File: config.mk
export PLATFORM = sky130hd
export DESIGN_NAME = div
export DESIGN_NICKNAME = d
export VERILOG_FILES = /design/src/rtl/div_pkg.sv /design/src/rtl/div.sv
export SDC_FILE = /design/constraint.sdc
export NUM_CORES = 1
export LEC_CHECK = 0
export ABC_AREA = 1
export CORE_UTILIZATION = 60
export CTS_BUF_LIST = sky130_fd_sc_hd__clkbuf_4 sky130_fd_sc_hd__clkbuf_8
export DETAILED_ROUTE_END_ITERATION = 6
export DONT_BUFFER_PORTS = 1
export PLACE_DENSITY = 0.88
export SLEW_MARGIN = 10
export SYNTH_ARGS = -nofsm -noshare
export SYNTH_HDL_FRONTEND = slang
export SYNTH_SLANG_ARGS = --single-unit
File: constraint.sdc
create_clock -name clk -period 2.5 [get_ports clk]
set_clock_uncertainty 0.2 [all_clocks]
set_input_delay 0.125 -clock clk [delete_from_list [all_inputs] [get_ports clk]]
set_output_delay 0.125 -clock clk [all_outputs]
set_load 0.01 [all_outputs]
File: src/rtl/div_pkg.sv
// Shared definitions for the iterative divider: FSM states, op codes and
// default sizing (op codes match the multiplier's op input).
package div_pkg;

  localparam int DIV_WIDTH = 32;
  localparam int DIV_CNT_WIDTH = $clog2(DIV_WIDTH + 1);

  localparam logic OP_DIVU = 1'b0;
  localparam logic OP_DIV  = 1'b1;

  typedef enum logic [1:0] {
    ST_IDLE   = 2'd0,
    ST_DIVIDE = 2'd1,
    ST_FIXUP  = 2'd2,
    ST_DONE   = 2'd3
  } div_state_t;

endpackage

File: src/rtl/div.sv
// Radix-2 restoring divider for MIPS DIV/DIVU: one quotient bit per clock on
// operand magnitudes, sign fix-up in a final cycle; quotient on lo, remainder on hi.
module div
  import div_pkg::*;
#(
  parameter int WIDTH = DIV_WIDTH
) (
  input  logic             clk,
  input  logic             resetn,
  input  logic [WIDTH-1:0] opA,
  input  logic [WIDTH-1:0] opB,
  input  logic             op,
  input  logic             start,
  output logic             busy,
  output logic             done,
  output logic [WIDTH-1:0] hi,
  output logic [WIDTH-1:0] lo
);

  localparam int CW = $clog2(WIDTH + 1);

  div_state_t       state_q, state_d;
  logic [CW-1:0]    cnt_q, cnt_d;
  logic [WIDTH-1:0] rem_q, rem_d;
  logic [WIDTH-1:0] quo_q, quo_d;
  logic [WIDTH-1:0] abs_b_q, abs_b_d;
  logic [WIDTH-1:0] orig_a_q, orig_a_d;
  logic             neg_quo_q, neg_quo_d;
  logic             neg_rem_q, neg_rem_d;
  logic             div0_q, div0_d;
  logic             busy_q, busy_d;
  logic             done_q, done_d;
  logic [WIDTH-1:0] hi_q, hi_d;
  logic [WIDTH-1:0] lo_q, lo_d;

  logic [WIDTH:0]   shifted;
  logic [WIDTH:0]   trial;
  logic             a_neg;
  logic             b_neg;

  assign a_neg = (op == OP_DIV) && opA[WIDTH-1];
  assign b_neg = (op == OP_DIV) && opB[WIDTH-1];

  // Trial subtract is one bit wider than the operands; its top bit is the borrow.
  assign shifted = {rem_q, quo_q[WIDTH-1]};
  assign trial   = shifted - {1'b0, abs_b_q};

  always_comb begin
    state_d   = state_q;
    cnt_d     = cnt_q;
    rem_d     = rem_q;
    quo_d     = quo_q;
    abs_b_d   = abs_b_q;
    orig_a_d  = orig_a_q;
    neg_quo_d = neg_quo_q;
    neg_rem_d = neg_rem_q;
    div0_d    = div0_q;
    busy_d    = busy_q;
    done_d    = done_q;
    hi_d      = hi_q;
    lo_d      = lo_q;

    case (state_q)
      ST_IDLE, ST_DONE: begin
        done_d = 1'b0;
        if (start) begin
          rem_d     = '0;
          quo_d     = a_neg ? -opA : opA;
          abs_b_d   = b_neg ? -opB : opB;
          orig_a_d  = opA;
          neg_quo_d = a_neg ^ b_neg;
          neg_rem_d = a_neg;
          div0_d    = (opB == '0);
          cnt_d     = CW'(WIDTH);
          busy_d    = 1'b1;
          state_d   = ST_DIVIDE;
        end else begin
          state_d = ST_IDLE;
        end
      end
      ST_DIVIDE: begin
        if (!trial[WIDTH]) begin
          rem_d = trial[WIDTH-1:0];
          quo_d = {quo_q[WIDTH-2:0], 1'b1};
        end else begin
          rem_d = shifted[WIDTH-1:0];
          quo_d = {quo_q[WIDTH-2:0], 1'b0};
        end
        cnt_d = cnt_q - CW'(1);
        if (cnt_q == CW'(1)) begin
          state_d = ST_FIXUP;
        end
      end
      ST_FIXUP: begin
        // A zero divisor reports all-ones quotient and passes the dividend through.
        lo_d    = div0_q ? '1 : (neg_quo_q ? -quo_q : quo_q);
        hi_d    = div0_q ? orig_a_q : (neg_rem_q ? -rem_q : rem_q);
        busy_d  = 1'b0;
        done_d  = 1'b1;
        state_d = ST_DONE;
      end
      default: begin
        state_d = ST_IDLE;
        busy_d  = 1'b0;
        done_d  = 1'b0;
      end
    endcase
  end

  always_ff @(posedge clk or negedge resetn) begin
    if (!resetn) begin
      state_q   <= ST_IDLE;
      cnt_q     <= '0;
      rem_q     <= '0;
      quo_q     <= '0;
      abs_b_q   <= '0;
      orig_a_q  <= '0;
      neg_quo_q <= 1'b0;
      neg_rem_q <= 1'b0;
      div0_q    <= 1'b0;
      busy_q    <= 1'b0;
      done_q    <= 1'b0;
      hi_q      <= '0;
      lo_q      <= '0;
    end else begin
      state_q   <= state_d;
      cnt_q     <= cnt_d;
      rem_q     <= rem_d;
      quo_q     <= quo_d;
      abs_b_q   <= abs_b_d;
      orig_a_q  <= orig_a_d;
      neg_quo_q <= neg_quo_d;
      neg_rem_q <= neg_rem_d;
      div0_q    <= div0_d;
      busy_q    <= busy_d;
      done_q    <= done_d;
      hi_q      <= hi_d;
      lo_q      <= lo_d;
    end
  end

  assign busy = busy_q;
  assign done = done_q;
  assign hi   = hi_q;
  assign lo   = lo_q;

endmodule
# [Word level (Yosys, flattened, before mapping)]
# Cells that the tools add are included.
[op_classes] addsub=6 eq_ne=6 n_mux=20 bitwise=1 reduce_logical=10
[ops] operator="$mux 32" n=9
[ops] operator="$neg 32->32" n=4
[ops] operator="$pmux 32 s2" n=2
[ops] operator="$sub 33x32->33" n=1
[ops] operator="$logic_not 32->1" n=1
[ops] operator="$pmux 6 s2" n=1
[ops] operator="$eq 6x1->1 const B" n=1
[ops] operator="$mux 6" n=1
[ops] operator="$pmux 2 s3" n=1
[ops] operator="$reduce_and 2->1" n=3
[ops] operator="$sub 6x1->6 const B" n=1
[ops] operator="$eq 2x2->1 const B" n=2
[ops] operator="$ne 2x2->1 const B" n=2
[ops] operator="$pmux 1 s2" n=2
[ops] operator="$reduce_bool 2->1" n=2
[ops] operator="$mux 1" n=3
[ops] operator="$eq 2x1->1 const B" n=1
[ops] operator="$logic_and 1x1->1" n=2
[ops] operator="$logic_not 2->1" n=1
[ops] operator="$mux 2" n=1
[ops] operator="$reduce_or 2->1" n=1
[ops] operator="$xor 1x1->1" n=1
[word_totals] reg_bits=205 in_bits=68 out_inout_bits=66 word_cells=56

# [Longest topological paths before layout]
[depth] depth_word=4 mapped_depth=18 ltp_nobuf=17

# [Worst setup path before layout]
# Ideal clock, no wire load.
[synth_timing] path_type="flip-flop to flip-flop" startpoint="register quo_q[31]" endpoint="register rem_q[24]" setup_time_ns=0.117 arrival_ns=2.110 required_ns=2.183 slack_ns=0.073 path_stages_with_launch=19 path_buffers=1 synth_period_minus_slack_ns=2.427 cell_sequence="dfrtp_1 -> inv_1 -> ha_1 -> fa_1 -> inv_1 -> nand2_1 -> nand2_1 -> nand3_1 -> nand2_2 -> nand2_2 -> nand2_4 -> nand2_8 -> nand2_4 -> nand2_4 -> nand2_4 -> buf_12 -> nand2_2 -> nand3_1 -> nand2_1"
[synth_via] elab_chain_len=3
[synth_lines] element="start, declared" line_no="div.sv:25" text="logic [WIDTH-1:0] quo_q, quo_d;"
[synth_lines] element="start signal, assigned" line_no="div.sv:129" text="quo_q <= quo_d;"
[synth_lines] element="$sub 33x32->33" line_no="div.sv:46" text="assign trial = shifted - {1'b0, abs_b_q};"
[synth_lines] element="$mux 32" line_no="div.sv:82" text="if (!trial[WIDTH]) begin"
[synth_lines] element="$pmux 32 s2" line_no="div.sv:63" text="case (state_q)"
[synth_lines] element="end signal, assigned" line_no="div.sv:128" text="rem_q <= rem_d;"
[synth_lines] element="end, declared" line_no="div.sv:24" text="logic [WIDTH-1:0] rem_q, rem_d;"
# Every way passes these cells.
# A chain may end at the register's enable or synchronous reset.

# [Worst setup path in the final report]
[layout_timing] startpoint="register abs_b_q[0]" endpoint="register rem_q[19]"
[layout_via] elab_chain_len=3
[layout_lines] element="start, declared" line_no="div.sv:26" text="logic [WIDTH-1:0] abs_b_q, abs_b_d;"
[layout_lines] element="start signal, assigned" line_no="div.sv:130" text="abs_b_q <= abs_b_d;"
[layout_lines] element="$sub 33x32->33" line_no="div.sv:46"
[layout_lines] element="$mux 32" line_no="div.sv:82"
[layout_lines] element="$pmux 32 s2" line_no="div.sv:63"
# Every way passes these cells.

==> run metrics <==
outcome=complete, but fails checks; violated checks=design-rule violations, negative hold slack, negative setup slack; Core ar.=0.0245 sq mm; maximum clock frequency=389 MHz; Slowest-stage cell, CP=dfrtp_1; syn_nets=2439; pwr dens=1020 mW/mm^2; Synthesis Warnings=0; asr flop ratio synth=100%; gpl congestion=~1; Detailed Route WL=between 50000 and 60000 um; max incr delay on CP=0.41 ns; hold crit path type=primary input to asynchronous set/reset pin; Synth Register Bits=205; chip width=161 um; Post-DP HPWL=between 30000 and 40000 um; Antenna Violating Nets Remaining=0; Root Buffer=clkbuf_8; initial DRC count=2284; Die Area=0.0259 sq mm; critical path peak fanout=8; Crit Path Class=flip-flop to flip-flop; Clock Sinks=205; Slew headroom=45.0%; initial antenna violation count=1; area grow syn2layout=22.8%; placed cell count=between 2000 and 3000; CTS HTree Levels=2; Gate power share=51.5%; TritonCTS buffer count=37; Critical Path End Type=flip-flop; site row count=57; grt ovf=0; CP Data Arrival Time=approximately 2.8 ns; post-synthesis sequential area ratio=33.9%; register share of total power=31.1%; share of cells above drive strength 1=around 14%; post-DR vias/cell=6.00; final setup fails=22; internal power=between 0.009 and 0.01 W; Fin. Hold Viols=207; post-route minimum period=2.57 ns; post-synth cell types=50; Total Routing Usage GR=between 30 and 40%; LEAKAGE=9.67 nW; Clock Power Share=17.5%; Cells after Synth=2329; Primary FF master, synth=dfrtp_1; PortBufs=0; Initial Util=61.7%; Vias=17011; largest net degree at the start of global routing=206; Critical Path RT=~2.7 ns; Worst-path clk slew=about 0.060 ns; synthesized area=0.0151 sq mm; RSZ-0062 raised after global routing=true; IO Count=134; Slew @ Worst Pin=around 0.82 ns; Final Total Pwr=0.0189 W; Final period util=103%; CP startpoint kind=flip-flop; Max Transition Viols Final=0; Max clock buf depth=3; DR WL/cell=18.7 um; FILL cells=1782; maximum VDD drop=between 1.5 and 2 mV; Final WS setup=-0.0697 ns; Avg Cell Area, Syn=6.50 sq um; final cell count without fillers=2834; crit-path cells=ha_4, fa_2, inv_2, nand2_2, nand2_2, nand3_2, nand2_4, nand2_4, nand2_4, nand2_8, nand3_4, buf_12, nand3_2, nand3_2, nand2_2; first-pass GRT wire length=between 70000 and 80000 um; Net Switching=0.00919 W; worst hold slack=-0.896 ns; # DRC=62; Die H=161 um; Sw Ratio=48.6%; fin nets=approximately 2600; CTS tree=built; # Max-Cap Violations=0; EDFF count, synth=0; Skew-Pair Late Insertion Delay=0.57 ns; Pre-antenna DRT Iters=7; vias in the first global route=15518
[final cells by class]
| class | instances | area, sq um | area share, % |
|---|---|---|---|
| sequential | 205 | 5140 | 27.6 |
| antenna | 1 | 2.50 | 0.0135 |
| clock buffer | 57 | 722 | 3.89 |
| tap | 324 | 405 | 2.18 |
| clock inverter | 4 | 31.3 | 0.168 |
| multi-input combinational | 1718 | 9160 | 49.3 |
| timing repair buffer | 192 | 1860 | 10.0 |
| inverter | 333 | 1260 | 6.76 |
[power by group through the flow]
stage	logic, W	registers (W)	clock network, W
2_1_floorplan	0.00610	0.00547	0
3_3_place_gp	0.00813	0.00575	0
3_5_place_dp	0.00836	0.00580	0
4_1_cts	0.00871	0.00577	0.00328
5_1_grt	0.0106	0.00597	0.00345
6_report	0.00973	0.00588	0.00330
[synth_stat cells (all sizes together), types with 5 or more instances]
cell | n | area [sq um]
o21ai | 203 | 1030
o211ai | 17 | 128
nor2 | 216 | 836
dfrtp | 205 | 5130
xnor2 | 10 | 87.6
o21bai | 5 | 37.5
a31oi | 12 | 75.1
o221ai | 6 | 52.6
ha | 41 | 513
buf | 15 | 115
nand4 | 29 | 188
nand3b | 17 | 128
nand3 | 206 | 1090
nor3 | 20 | 100
o22ai | 11 | 68.8
xor2 | 43 | 377
a21oi | 93 | 503
nand2 | 764 | 3020
inv | 331 | 1240
clkbuf | 60 | 225
[critical path: cells and delay by family, from the launching register on]
family	cells	cell delay, ns
fa+ha+maj	2	0.55
flops	1	0.41
simple gates	11	0.99
buf+inv	2	0.27
[through the flow]
stage,utilization [%],area (sq um),setup WS (ns),hold WS (ns),setup TNS (ns)
2_1_floorplan,-,15100,0.0728,-0.371,0
3_3_place_gp,64.4,15800,-0.00531,-0.358,-0.0101
3_5_place_dp,64.4,15800,-0.0888,-0.358,-0.698
4_1_cts,71.7,17600,-0.000593,-0.935,-0.000593
5_1_grt,75.7,18600,-0.136,-0.921,-3.06
6_report,75.7,18600,-0.0697,-0.896,-0.603
[per-layer routing]
| layer | wire length, um | vias up | global-route usage, % | part of all wire [%] |
|---|---|---|---|---|
| li1 | - | 7761 | - | - |
| met5 | 0 | - | 0 | 0 |
| met1 | 20400 | 7792 | 51.3 | 39 |
| met2 | 23700 | 1187 | 61.6 | 45 |
| met4 | 2820 | 0 | 15.6 | 5.3 |
| met3 | 6020 | 271 | 8.94 | 11 |
[registers in the layout (all words and copies together), names as in the netlist, 2 cells and up]
| name | cells |
|---|---|
| cnt_q | 6 |
| hi | 32 |
| rem_q | 32 |
| abs_b_q | 32 |
| quo_q | 32 |
| orig_a_q | 32 |
| lo | 32 |
| state_q | 2 |
[placed cells by master, fill, tap and decap left out, types with 6 or more instances in the layout]
cell type	Yosys	final
nand2_1	727	709
inv_1	321	305
nor2_1	210	205
dfrtp_1	205	200
o21ai_0	196	191
nand3_1	197	149
dlygate4sd3_1	0	97
a21oi_1	87	87
buf_4	3	77
nand3_2	7	50
clkbuf_8	0	47
nand2_2	30	45
xor2_1	43	43
nand4_1	28	28
inv_2	10	25
ha_4	0	21
nand3b_1	17	17
o211ai_1	17	17
nor3_1	20	15
ha_1	41	14
a31oi_1	12	12
o22ai_1	11	11
xnor2_1	10	10
clkbuf_4	0	10
nor2_2	4	7
nand2_8	3	7
nand3_4	2	7
buf_12	2	7
o221ai_1	6	6
o21ai_2	4	6
ha_2	0	6
[path summary, 6_finish.rpt]
kind,from,endpoint,slack [ns],depth (start not counted)
min,resetn,abs_b_q[18],-0.90,0
min in group clk,opB[3],abs_b_q[20],-0.07,7
max in group asynchronous,resetn,rem_q[28],2.48,0
min reg2reg,abs_b_q[8],abs_b_q[8],0.29,2
max reg2reg,abs_b_q[0],rem_q[19],-0.07,15
max,abs_b_q[0],rem_q[19],-0.07,15
[cells by family after synthesis]
group,after synthesis,synth area share (%)
compound gates,354,12.9
xor+xnor,53,3.07
fa+ha+maj,42,3.52
buf+inv,408,10.5
flops,205,33.9
mux,1,0.0744
simple gates,1266,36.0
[repair_timing]
action | CTS | global route
gates resized for setup | 6 | 158
hold endpoints to repair | 340 | 208
cloned | 0 | 5
pin swaps | 1 | 77
setup endpoints to repair | 27 | 52
setup buffers | 2 | 15
hold buffers | 99 | 3
Note: power is estimated with default switching activity, not from simulation.
